==> src/rtl/pcu.sv <==
// Program counter unit: a boot/run/halt FSM that sequences fetch addresses and applies
// trap, mret and redirect control events, with misaligned-target diversion to mtvec.
module pcu #(
   parameter int unsigned                CPU_WIDTH = 32,
   parameter logic [CPU_WIDTH-1:0]       RESET_VEC = 32'h8000_0000
) (
   input  logic                 i_clk,
   input  logic                 i_rst_n,
   input  logic                 i_fetch_rdy,
   input  logic                 i_stall,
   input  logic                 i_redir_vld,
   input  logic [CPU_WIDTH-1:0] i_redir_pc,
   input  logic                 i_trap_vld,
   input  logic [CPU_WIDTH-1:0] i_mtvec,
   input  logic                 i_mret_vld,
   input  logic [CPU_WIDTH-1:0] i_mepc,
   input  logic                 i_halt,
   output logic [CPU_WIDTH-1:0] o_pc,
   output logic                 o_pc_vld,
   output logic                 o_misalign,
   output logic [CPU_WIDTH-1:0] o_bad_addr,
   output logic                 o_halted,
   output logic [31:0]          o_fetch_cnt
);

   typedef enum logic [1:0] {StBoot, StRun, StHalt} state_e;

   state_e                 state_q, state_d;
   logic [CPU_WIDTH-1:0]   pc_q, pc_d;
   logic                   misalign_q, misalign_d;
   logic [CPU_WIDTH-1:0]   bad_addr_q, bad_addr_d;
   logic [31:0]            cnt_q, cnt_d;

   logic                   handshake;
   logic [CPU_WIDTH-1:0]   mtvec_al;

   // The trap vector is silently word-aligned; it never raises a misalign report.
   assign mtvec_al  = i_mtvec & ~{{(CPU_WIDTH-2){1'b0}}, 2'b11};
   assign handshake = (state_q == StRun) & i_fetch_rdy & ~i_stall;

   always_comb begin
      state_d    = state_q;
      pc_d       = pc_q;
      misalign_d = 1'b0;
      bad_addr_d = bad_addr_q;
      cnt_d      = cnt_q;
      unique case (state_q)
         StBoot: state_d = StRun;
         StRun: begin
            if (i_halt) begin
               state_d = StHalt;
            end else begin
               if (handshake) begin
                  cnt_d = cnt_q + 32'd1;
               end
               if (i_trap_vld) begin
                  pc_d = mtvec_al;
               end else if (i_mret_vld) begin
                  if (i_mepc[1:0] != 2'b00) begin
                     pc_d       = mtvec_al;
                     misalign_d = 1'b1;
                     bad_addr_d = i_mepc;
                  end else begin
                     pc_d = i_mepc;
                  end
               end else if (i_redir_vld) begin
                  if (i_redir_pc[1:0] != 2'b00) begin
                     pc_d       = mtvec_al;
                     misalign_d = 1'b1;
                     bad_addr_d = i_redir_pc;
                  end else begin
                     pc_d = i_redir_pc;
                  end
               end else if (handshake) begin
                  pc_d = pc_q + CPU_WIDTH'(4);
               end
            end
         end
         StHalt: state_d = StHalt;
         default: state_d = StBoot;
      endcase
   end

   always_ff @(posedge i_clk or negedge i_rst_n) begin
      if (!i_rst_n) begin
         state_q    <= StBoot;
         pc_q       <= RESET_VEC;
         misalign_q <= 1'b0;
         bad_addr_q <= '0;
         cnt_q      <= '0;
      end else begin
         state_q    <= state_d;
         pc_q       <= pc_d;
         misalign_q <= misalign_d;
         bad_addr_q <= bad_addr_d;
         cnt_q      <= cnt_d;
      end
   end

   assign o_pc        = pc_q;
   assign o_pc_vld    = (state_q == StRun);
   assign o_misalign  = misalign_q;
   assign o_bad_addr  = bad_addr_q;
   assign o_halted    = (state_q == StHalt);
   assign o_fetch_cnt = cnt_q;

endmodule

==> config.mk <==
export PLATFORM = sky130hd
export DESIGN_NAME = pcu
export DESIGN_NICKNAME = d
export VERILOG_FILES = /design/src/rtl/pcu.sv
export SDC_FILE = /design/constraint.sdc
export NUM_CORES = 1
export LEC_CHECK = 0
export CORE_ASPECT_RATIO = 0.6
export CORE_MARGIN = 5
export CORE_UTILIZATION = 42
export DETAILED_ROUTE_END_ITERATION = 7
export GPL_TIMING_DRIVEN = 0
export HOLD_SLACK_MARGIN = 0.15
export MAX_ROUTING_LAYER = met4
export PLACE_DENSITY = 0.77
export SETUP_SLACK_MARGIN = 0.05
export SYNTH_ARGS = -nofsm -noshare
export SYNTH_HDL_FRONTEND = slang
export SYNTH_SLANG_ARGS = --single-unit
==> constraint.sdc <==
create_clock -name i_clk -period 2.23 [get_ports i_clk]
set_input_delay 0.3345 -clock i_clk [delete_from_list [all_inputs] [get_ports i_clk]]
set_output_delay 0.3345 -clock i_clk [all_outputs]
set_load 0.02 [all_outputs]
==> results.toml <==
[run_status]
status = "completed"

[timing]
setup_viol = 0
relSlewSlack_pct = 53.2
setup_ws_ns = 0.0656
finalCritPeriodShare_pct = 97.1
fmax_ghz = 0.462
period_needed_ns = 2.16
hold_violations = 0
rsz0062_at_grt = "yes"
drv_slew = 0
clock-skew-final_ns = 0.0123
worstMarginPinSlew_ns = 0.696

[yosys]
syn_inst = 692
synth_top_area_share_pct = 39.5
ys_seq_area_share_pct = 39.9
synth.distinct_cells = 60
synth_edf_count = 0
post-synth-top-count-cell = "nand2_1"
synth_compound_area_share_pct = 17.9
synth_top_family_by_area = "simple AND/OR/NAND/NOR gates"
syn-cell-area_mm2 = 0.00621
yosysWarningCount = 0
yosys-mux-area-fraction_pct = 11.0
synth-adder-area-share_pct = 1.01
synth_seq_cells = 99
synth_common_cells = "nand2_1 (110), dfrtp_1 (98), o21ai_0 (61)"
synth_nets = 801
synth-xor-area-share_pct = 5.64
synth_area_leader_cell = "dfrtp_1"
yosys.area_share.simple_pct = 21.2
async_flop_share_pct = 100
syn-mean-instance-area_um2 = 8.98
synthTopCellsByArea = "dfrtp_1 (39%), mux2i_1 (8.1%), nand2_1 (6.6%)"
synth_flop_cell = "dfrtp_1"

[power]
p_per_area_mw_per_mm2 = 937
p_leak_nw = 3.85
irDropWorstVdd_mv = 0.618
total_power_mw = 8.79

[die]
io_pins = 203
rows = 34
core_area_mm2 = 0.0145
dieArea_mm2 = 0.0174
die_h_um = 104
dieWidth_um = 167
start_util_pct = 42.8

[critical_path]
startpoint_type = "input pin"
cp.depth = 6
path_delay_family = "compound AO/OA/AOI/OAI gates"
endpoint = "o_pc[20]"
cp_max_fo = 8
crit_chain = "clkdlybuf4s50_1 -> nor2_4 -> mux2_2 -> a221oi_4 -> o41ai_1 -> a32o_1"
arrival_ns = 2.40
worst_path_largest_cell_delay_ns = 0.53
r2r_cells = 5
r2r_slack_ns = 0.10
crit_slowest_cell = "clkdlybuf4s50_1"
r2r_start = "o_pc[8]"
critPathLaunch = "i_redir_pc[1]"
cp.required_ns = 2.47
worstSetupPathType = "in -> reg"
cp.buffers_inverters = 1
rr_endpoint = "o_pc[29]"
cp-end-kind = "register"

[global_route]
grt_max_degree = 56
grt_pass1_wl_mm = 39.4
grt.total_usage_pct = 30.0
grt_pass1_vias = 6514
grt_overflow = 0
antenna_found_initial = 1

[place]
post-place-ws_ns = -1.07
post_dp_cell_area_mm2 = 0.00850
dp_hpwl_mm = 19.9
port_buffers = 200
place.gp.congestion = 0.990

[drt]
antenna_left = 0
dr.pass1.iters = 7
vias = 6900
routed_wl_mm = 26.5
post-route-drc-count = 0
detail_route.wl_per_cell_um = 23.3
drt_iter0_drc = 1100
routed_via_density = 6.07

[clock_network]
h-tree-depth = 3
numCtsBuffers = 9
clockBufferDepth = 2
insertion_delay_ns = 0.36
cts_tree = "yes"
cts.sinks = 99
clockRootBuffer = "clkbuf_16"
cts.clk_slew.worst_paths_ns = 0.08

[worst_hold_path]
hp-class = "in -> reg"
min_delay_path_depth = 3

[finish]
fin_nets = 1042
drive_above_1_share_pct = 18.1
syn_to_final_growth_pct = 51.1
fin_util_pct = 64.7
final_area_mm2 = 0.00939
nFillCells = 1219

[run]
maxCapViolations = 0
-- worst min path at each step --
stage | start | slack (ns) | end
3_5_place_dp | i_rst_n | 0.37 | o_bad_addr[9]
5_1_grt | i_mepc[0] | 0.44 | o_bad_addr[0]
2_1_floorplan | i_rst_n | 0.04 | o_bad_addr[0]
4_1_cts | o_fetch_cnt[31] | 0.48 | o_fetch_cnt[31]
3_3_place_gp | o_bad_addr[23] | 0.46 | o_bad_addr[23]
6_report | i_mepc[0] | 0.45 | o_bad_addr[0]
-- state kept, by name, indices dropped and copies added (netlist names) --
register,cells
o_bad_addr,32
state_q,2
o_fetch_cnt,32
o_misalign,1
o_pc,32
-- cell families (layout without fill, tap and decap cells) --
| kind of cell | after synthesis | in the layout |
|---|---|---|
| flip-flops | 99 | 99 |
| AO/OA/AOI/OAI | 164 | 164 |
| other | 0 | 1 |
| adder cells (fa/ha/maj) | 5 | 5 |
| XOR/XNOR | 40 | 40 |
| AND/OR/NAND/NOR | 266 | 266 |
| buffers and inverters | 52 | 298 |
| multiplexers | 66 | 66 |
-- metal layers --
metal	routed length (um)	global-route usage, %	vias to the layer above
met5	0	-	-
met4	376	4.61	0
met3	3920	11.3	42
met2	11000	40.6	475
met1	11300	43.1	3332
li1	-	-	3051
-- timing repair --
action | 4_1_cts | 5_1_grt
hold buffers | 1 | 0
cloned | 1 | 0
setup buffers | 3 | 27
pin swaps | 3 | 8
resized for setup | 61 | 68
endpoints found under the setup margin | 84 | 77
endpoints found under the hold margin | 44 | 0
-- through the flow --
| stage | cells | hold WS (ns) | setup TNS (ns) |
|---|---|---|---|
| floorplan | 692 | 0.0389 | 0 |
| global placement | 1090 | 0.460 | -336.52 |
| detailed placement | 1091 | 0.371 | -49.29 |
| CTS | 1110 | 0.481 | 0 |
| global route | 1137 | 0.439 | -0.00935 |
| finish | 1137 | 0.448 | 0 |
-- report_power, final --
group,total [mW],internal [mW],switching [mW]
clock network,1.55,0.800,0.746
logic,4.17,1.97,2.20
registers,3.08,2.38,0.694
-- cell usage in the layout, fill, tap and decap left out, types with 8 or more instances in the layout --
| master | synthesis | layout |
|---|---|---|
| a21oi_1 | 9 | 9 |
| a31oi_1 | 10 | 9 |
| buf_4 | 0 | 34 |
| clkbuf_16 | 0 | 9 |
| clkbuf_2 | 0 | 21 |
| clkdlybuf4s50_1 | 0 | 196 |
| dfrtp_1 | 98 | 80 |
| dfrtp_2 | 0 | 18 |
| inv_1 | 9 | 8 |
| mux2_2 | 16 | 16 |
| mux2i_1 | 50 | 49 |
| nand2_1 | 110 | 109 |
| nand2b_1 | 12 | 11 |
| nand3_1 | 29 | 27 |
| nand4_1 | 20 | 20 |
| nor2_1 | 32 | 28 |
| o21ai_0 | 61 | 61 |
| o22ai_1 | 10 | 10 |
| xnor2_1 | 32 | 32 |
| xor2_1 | 8 | 8 |
-- worst reg2reg max path: cells and delay by family (launching register included) --
| family | cells | cell delay, ns |
|---|---|---|
| AND/OR/NAND/NOR | 3 | 1.15 |
| flip-flops | 1 | 0.44 |
| AO/OA/AOI/OAI | 2 | 0.41 |
-- cell type report --
cell class	count	area (um2)	share of cell area (%)
antenna	1	2.50	0.0267
buffer	40	248	2.64
clock buffer	10	239	2.55
clock inverter	6	48.8	0.520
inverter	9	33.8	0.360
multi-input combinational	541	3790	40.3
sequential	99	2500	26.6
tap	198	248	2.64
timing repair buffer	233	2280	24.3
Note: power is estimated with default switching activity, not from simulation.
